--- config.mk ---
export PLATFORM = sky130hd
export DESIGN_NAME = jtdsp16_sout
export DESIGN_NICKNAME = d
export VERILOG_FILES = /design/src/rtl/jtdsp16_sout.sv
export SDC_FILE = /design/constraint.sdc
export NUM_CORES = 1
export LEC_CHECK = 0
export ABC_AREA = 1
export CORE_UTILIZATION = 40
export CTS_BUF_LIST = sky130_fd_sc_hd__clkbuf_4
export CTS_CLUSTER_DIAMETER = 200
export CTS_CLUSTER_SIZE = 30
export DETAILED_ROUTE_END_ITERATION = 12
export GPL_TIMING_DRIVEN = 0
export PLACE_DENSITY = 0.62
export SYNTH_ARGS = -nofsm -noshare
export SYNTH_HDL_FRONTEND = slang
export SYNTH_SLANG_ARGS = --single-unit
export TNS_END_PERCENT = 20
--- constraint.sdc ---
create_clock -name clk -period 3.05 [get_ports clk]
set_input_delay 0.4575 -clock clk [delete_from_list [all_inputs] [get_ports clk]]
set_output_delay 0.4575 -clock clk [all_outputs]
set_load 0.01 [all_outputs]
--- src/rtl/jtdsp16_sout.sv ---
// DSP16 serial output port: write FIFO, 8/16-bit words in either bit order, OCK divider.
// Define JTDSP16_SOUT_SADD_EN to also shift the SRTA address out on SADD.
module jtdsp16_sout #(
    parameter int DEPTH = 4,
    parameter int CKDIV = 12
) (
    input  logic                       clk,
    input  logic                       rst_n,
    input  logic                       cen,
    input  logic [15:0]                long_imm,
    input  logic                       sio_imm_load,
    input  logic [2:0]                 r_field,
    output logic                       ock,
    output logic                       sio_do,
    output logic                       old,
    output logic                       sadd,
    output logic                       ose,
    output logic                       obe,
    output logic                       ofull,
    output logic                       ovf,
    output logic [$clog2(DEPTH+1)-1:0] level
);
    localparam int PW = $clog2(DEPTH);
    localparam int LW = $clog2(DEPTH+1);
    localparam int CW = $clog2(CKDIV);
`ifdef JTDSP16_SOUT_SADD_EN
    localparam int FW = 24;
`else
    localparam int FW = 16;
`endif

    typedef enum logic { IDLE, SHIFT } state_t;

    state_t          state;
    logic [9:0]      sioc;
    logic [FW-1:0]   mem [DEPTH];
    logic [PW-1:0]   wr_ptr, rd_ptr;
    logic [LW-1:0]   count;
    logic [CW-1:0]   clkdiv;
    logic [15:0]     shifter;
    logic [4:0]      bitcnt;
    logic            w8, msb;
    logic [FW-1:0]   entry, head;
    logic            boundary, push, pop, push_ok, fifo_empty, fifo_full;

    // Remaining SIOC bits are kept for read-back compatibility only
    logic unused_sioc;
    assign unused_sioc = &{1'b0, sioc[9:7], sioc[5:2], sioc[0]};

`ifdef JTDSP16_SOUT_SADD_EN
    logic [7:0] srta;
    logic [7:0] addrsh;
    assign entry = {srta, long_imm};
    assign sadd  = (state == SHIFT) && addrsh[7];
`else
    assign entry = long_imm;
    assign sadd  = 1'b0;
`endif

    assign head       = mem[rd_ptr];
    assign fifo_empty = (count == '0);
    assign fifo_full  = (count == LW'(DEPTH));
    assign boundary   = cen && (clkdiv == CW'(CKDIV-1));
    assign push       = cen && sio_imm_load && (r_field == 3'd2);
    assign pop        = boundary && !fifo_empty && (state == IDLE || bitcnt == 5'd1);
    // A full FIFO still accepts a push when the shifter pops the head on the same edge
    assign push_ok    = push && (!fifo_full || pop);

    assign ock    = (state == SHIFT) && (clkdiv >= CW'(CKDIV/2));
    assign sio_do = (state == SHIFT) && (msb ? (w8 ? shifter[7] : shifter[15]) : shifter[0]);
    assign ose    = (state == IDLE) && fifo_empty;
    assign obe    = fifo_empty;
    assign ofull  = fifo_full;
    assign level  = count;

    // Data path: FIFO storage and word shifters, no reset needed
    always_ff @(posedge clk) begin
        if (push_ok) mem[wr_ptr] <= entry;
        if (pop) begin
            shifter <= head[15:0];
`ifdef JTDSP16_SOUT_SADD_EN
            addrsh  <= head[23:16];
`endif
        end else if (boundary && state == SHIFT) begin
            shifter <= msb ? {shifter[14:0], 1'b0} : {1'b0, shifter[15:1]};
`ifdef JTDSP16_SOUT_SADD_EN
            addrsh  <= {addrsh[6:0], 1'b1};
`endif
        end
    end

    // Control: registers, FIFO pointers, divider and FSM
    always_ff @(posedge clk or negedge rst_n) begin
        if (!rst_n) begin
            state  <= IDLE;
            sioc   <= 10'h2E8;
            wr_ptr <= '0;
            rd_ptr <= '0;
            count  <= '0;
            clkdiv <= '0;
            ovf    <= 1'b0;
            old    <= 1'b1;
            bitcnt <= '0;
            w8     <= 1'b0;
            msb    <= 1'b1;
`ifdef JTDSP16_SOUT_SADD_EN
            srta   <= '0;
`endif
        end else if (cen) begin
            clkdiv <= boundary ? '0 : clkdiv + CW'(1);
            if (sio_imm_load && r_field == 3'd0) begin
                sioc <= long_imm[9:0];
                ovf  <= 1'b0;
            end
`ifdef JTDSP16_SOUT_SADD_EN
            if (sio_imm_load && r_field == 3'd1) srta <= long_imm[7:0];
`endif
            if (push && !push_ok) ovf <= 1'b1;
            if (push_ok) wr_ptr <= wr_ptr + PW'(1);
            if (pop)     rd_ptr <= rd_ptr + PW'(1);
            count <= count + {{(LW-1){1'b0}}, push_ok} - {{(LW-1){1'b0}}, pop};

            if (pop) begin
                state  <= SHIFT;
                old    <= 1'b0;
                w8     <= sioc[1];
                msb    <= sioc[6];
                bitcnt <= sioc[1] ? 5'd8 : 5'd16;
            end else if (state == SHIFT && boundary) begin
                if (bitcnt == 5'd1) begin
                    state <= IDLE;
                    old   <= 1'b1;
                end else begin
                    bitcnt <= bitcnt - 5'd1;
                end
            end
        end
    end
endmodule
; ---- Word level (Yosys, flattened, before mapping)
; Memory sizes are Yosys's and may differ from the RTL's.
; Cells that the tools add are included.
[word_totals]
elab_cells = 74
latchBits = 0
memories = 1
romBits = 0
reg_bits = 44
out_inout_bits = 11
in_bits = 23
ram_bits = 64
[op_classes]
reduce_logical = 28
div_mod_pow = 0
mux = 20
bitwise = 1
mul = 0
add_sub_neg = 6
n_eq_ne = 5
shifts = 0
magnitude_cmp = 1
[memory_table]
columns = memory, depth, word_bits, rd, rd_ports_with_merged_regs, wr, line_no
row1 = mem, 4, 16, 1, 0, 1, 36  ; logic [FW-1:0] mem [DEPTH];
[ops]
columns = operator, n
row1 = $mux 16, 3
row2 = $mux 5, 4
row3 = $logic_and 1x1->1, 12
row4 = $mux 1, 12
row5 = $reduce_and 2->1, 4
row6 = $logic_not 3->1, 2
row7 = $reduce_and 3->1, 2
row8 = $reduce_bool 2->1, 3
row9 = $eq 5x1->1 const B, 1
row10 = $sub 5x1->5 const B, 1
row11 = $add 2x1->2 const B, 2
row12 = $add 4x1->4 const B, 1
row13 = $eq 4x4->1 const B, 1
row14 = $ge 4x3->1 const B, 1
row15 = $mux 4, 1
row16 = $add 3x1->3, 1
row17 = $eq 3x2->1 const B, 1
row18 = $eq 3x3->1 const B, 1
row19 = $logic_not 1->1, 3
row20 = $sub 3x1->3, 1
row21 = $logic_or 1x1->1, 2
row22 = $ne 2x2->1 const B, 1
row23 = $not 1->1, 1

; ---- Depth between registers and ports, before layout
[logic_depth]
word_depth = 10
depth_mapped = 16
ltp_nobuf = 15

; ---- Worst setup path after synthesis
; No wires, ideal clock.
[synth_timing]
kind = register to register
from = reg count[1], in the netlist level[1]
to = reg count[2], in the netlist level[2]
t_arrival_ps = 2306
n_path_buf = 2
setup_ps = 131
synth_period_minus_slack_ps = 2437
path_slack_ps = 613
required_ps = 2919
path_stages_with_launch = 16
cell_sequence = dfrtp_1 -> inv_1 -> nand2_1 -> nor2_1 -> nor2_2 -> nand2_1 -> buf_6 -> buf_6 -> nand3_1 -> nand2_1 -> ha_1 -> inv_1 -> fa_1 -> a21oi_1 -> o21ai_0 -> xor2_1
[synth_via]
elab_chain_cells = 8
elab_cells_between_ends = 10
classes_between = add/sub (2) / eq/ne (1) / reduce/logical (7)
[synth_rtl]
columns = item, line_no
row1 = start: declaration, 38  ; logic [LW-1:0] count;
row2 = start signal: assignment, 121  ; count <= count + {{(LW-1){1'b0}}, push_ok} - {{(LW-1){1'b0}}, pop};
row3 = $logic_not 3->1 (*), 61  ; assign fifo_empty = (count == '0);
row4 = named net obe, 18  ; output logic obe,
row5 = $logic_not 1->1 (*), 65  ; assign pop = boundary && !fifo_empty && (state == IDLE || bitcnt == 5'd1);
row6 = $logic_and 1x1->1 (*) (2 in series), 65
row7 = $logic_or 1x1->1, 67  ; assign push_ok = push && (!fifo_full || pop);
row8 = $logic_and 1x1->1, 67
row9 = $add 3x1->3, 121
row10 = $sub 3x1->3 (*), 121
; The timed path passes the listed nets; every way through them passes the cells marked *.
; A chain may end at the register's enable or synchronous reset.

; ---- Worst setup path after layout
[layout_timing]
from = reg msb
to = out sio_do
[layout_via]
elab_chain_cells = 2
[layout_rtl]
columns = item, line_no
row1 = start: declaration, 42  ; logic w8, msb;
row2 = start signal: assignment, 127  ; msb <= sioc[6];
row3 = $mux 1, 70  ; assign sio_do = (state == SHIFT) && (msb ? (w8 ? shifter[7] : shifter[15]) : shifter[0]);
row4 = $logic_and 1x1->1, 70
row5 = end: declaration, 14  ; output logic sio_do,
; No other way between the ends.

==> results.yml <==
status:
  status: "complete, no violations"
drt:
  ant_nets: 0
  avgRoutedWirePerCell_microns: 14.6
  drt_first_pass_iters: 4
  wirelength_mm: 9.10
  detail_route.iter0.violations: 213
  detailroute.via_count: 3130
  via_per_inst: 5.01
  remaining_drc_errors: 0
logic_synthesis:
  mappedNetlistNets: 465
  synth_async_sr_flop_share_pct: 22.3
  synth-main-ff-cell: "edfxtp_1"
  yosys.cell_types.count: 29
  synth.ff_latch_count: 103
  synth.largest_area_cell: "edfxtp_1"
  synth_area_sq_um: 4570
  synth-seq-area-share_pct: 65.3
  yosys_warnings: 0
  ys_top_cells_by_area: "edfxtp_1, dfrtp_1, nand2_1"
  post-synth-top-count-cell: "nand2_1"
  postSynthAreaPerCell_sq_um: 10.6
  post_synth_most_frequent_cells: "nand2_1, edfxtp_1, o21ai_0, nor2_1, inv_1"
  synth.top_cell.area_share_pct: 52.6
  synth_edf_count: 80
  synthCells: 432
layout:
  nNetsFinal: 512
  fillerInstances: 1011
  fin_cells: 625
  layout-drive-gt1-share_pct: 8.88
  seqCellArea_sq_um: 2980
  flow.area_growth_from_synthesis_pct: 15.2
  area_taken_by_multi_input_logic_gates_sq_um: 1350
  final_core_utilization_pct: 47.9
timing:
  slew_headroom_pct: 25.1
  drv_slew: 0
  setup_repair_after_global_routing_missed_its_margin: "no"
  final-setup-viol-count: 0
  final.min_clock_period_ns: 2.79
  min_period_over_period_pct: 91.6
  worst_slew_pin_slew_ns: 1.12
  max_freq_ghz: 0.358
  hold_violations: 0
  finClkSkew_ns: 0.0147
critical_path:
  ff2ff_path_depth: 16
  timing.rr.start: "clkdiv[1]$_DFFE_PN0P_"
  worst_path_dominant_cell_family: "buffers and inverters"
  crit_path_top_delay_cell: "dfstp_2"
  timing.critical_path.buf_inv: 4
  worst_ep_arrival_time_ns: 2.33
  worst_r2r_endpoint: "level[2]$_DFFE_PN0P_"
  critical_path_required_ns: 2.59
  setup.reg_to_reg.worst_slack_ns: 0.44
  worstSetupEndpointType: "primary output"
  crit_chain: "buf_2 -> clkbuf_1 -> nand3_1 -> o211ai_1 -> inv_1 -> clkdlybuf4s50_1"
  timing.critical_path.from_type: "register"
  path_max_fanout: 10
  worstSetupPathType: "reg2out"
  critPathMaxStageDelay_ns: 0.54
die:
  rows: 38
  boundaryPins: 34
  design.core.area_sq_um: 11000
  dieWidth_microns: 109
  die_area_sq_um: 11800
  die_height_microns: 109
  floorplan.initialDensity_pct: 41.6
global_routing:
  grt_first_pass_wirelength_mm: 15.1
  grt_remaining_overflow: 0
  grtUsageTotal_pct: 17.2
  grt_start_max_net_pins: 24
  antenna_found_initial: 1
  via_count_of_the_first_global_routing_pass: 3001
placement:
  gp_congestion: 0.782
  placed_cells_incl_taps: 608
  io_buffer_count: 32
  dpl.hpwl_mm: 6.25
worst_hold_path:
  min_delay_worst_endpoint: "msb$_DFFE_PN1P_"
  hold_path_startpoint: "sioc[6]$_DFFE_PN1P_"
  holdCritPathClass: "reg2reg"
  holdPathStages: 2
power_and_ir_drop:
  power_density_nw_per_um2: 716
  total_leakage_power_nw: 2.05
  vdd_ir_drop_max_v: 0.000336
clock_network:
  clock_edge_transition_at_the_registers_on_the_reported_setup_and_hold_paths_ns: 0.17
  clock_sink_count: 103
  max-clock-path-buffers: 2
  cts_tree: "yes"
  cts_setup_buffers: 0
  clockRootBuffer: "clkbuf_4"
  ctsHoldBuffers: 0
  skew_pair_late_insertion_delay_ns: 0.46
  tritoncts.num_buffers: 9
  cts_resized: 0
  cts.htree.levels: 3
job:
  drv_cap: 0
[cells by family (layout without fill, tap and decap cells)]
group                    after synthesis  in the layout  synth area share, %
adder cells (fa/ha/maj)               10             10                 2.90
other                                  1              2               0.0821
AND/OR/NAND/NOR                      177            177                 16.1
AO/OA/AOI/OAI                         79             79                 9.35
XOR/XNOR                               4              4                0.767
flip-flops                           103            103                 65.3
buffers and inverters                 58            110                 5.45
[through the flow]
step                hold slack (ns)  power, W  TNS, ns  worst slack (ns)  cell area (sq um)
global route                  0.529   0.00404        0             0.104               5260
detailed placement            0.469   0.00312  -0.0597           -0.0597               5130
floorplan                     0.162   0.00265        0             0.613               4570
finish                        0.506   0.00376        0             0.258               5260
CTS                           0.505   0.00380        0             0.203               5260
global placement              0.472   0.00309   -30.79            -0.508               5060
[routing by layer]
layer  GRT usage, %  up-vias  wire length [microns]
li1               -     1555                      -
met1           22.0     1514                   4160
met2           28.9       49                   4520
met3           3.29       12                    284
met4           6.47        0                    137
met5              0        -                      0
[worst min-delay path: stages, from the launching register on]
cell	delay, ns
dfstp_2	0.39
inv_1	0.07
o21ai_2	0.06
[cell usage in the layout, fill, tap and decap left out, drive strengths merged]
master,instances
a31oi,1
clkdlybuf4s50,32
edfxtp,80
diode,1
fa,1
nand2,106
o211ai,1
nor4,1
o22ai,16
nor3,2
o21ai,59
a21oi,2
nand4,1
clkinvlp,1
xor2,4
conb,1
nor2,47
dfrtp,20
nand3,20
clkbuf,18
clkinv,1
ha,9
inv,47
buf,11
dfstp,3
[registers in the layout, indices dropped and copies added, names as in the netlist]
register and flops:
msb 1, old 1, wr_ptr 2, w8 1
ovf 1, clkdiv 4, level 3, rd_ptr 2
shifter 16, mem 64, sioc 2, bitcnt 5
state 1
[worst max path at each step]
stage                    startpoint              endpoint  slack, ns  cells after the start
6_report            msb$_DFFE_PN1P_                sio_do       0.26                      6
5_1_grt             msb$_DFFE_PN1P_                sio_do       0.10                      6
4_1_cts             msb$_DFFE_PN1P_                sio_do       0.20                      6
3_5_place_dp                    cen  level[2]$_DFFE_PN0P_      -0.06                     16
3_3_place_gp                    cen   mem[3][7]$_DFFE_PP_      -0.51                     10
2_1_floorplan  level[1]$_DFFE_PN0P_  level[2]$_DFFE_PN0P_       0.61                     15
[power breakdown]
part / switching (W) / total (W) / internal (W)
registers: 0.000123 / 0.00180 / 0.00168
clock network: 0.000495 / 0.000684 / 0.000189
logic: 0.000798 / 0.00128 / 0.000479
[area by class of cell]
cell class              count  share of cell area [%]
multi-input cells         271                    25.6
diodes                      1                  0.0476
inverters                  42                    3.00
clock inverters             7                    1.19
well taps                 140                    3.33
clock buffers               9                    1.28
flip-flops and latches    103                    56.7
plain buffers              16                    1.74
repair buffers             36                    7.16
Power figures use the tool's default switching activity.
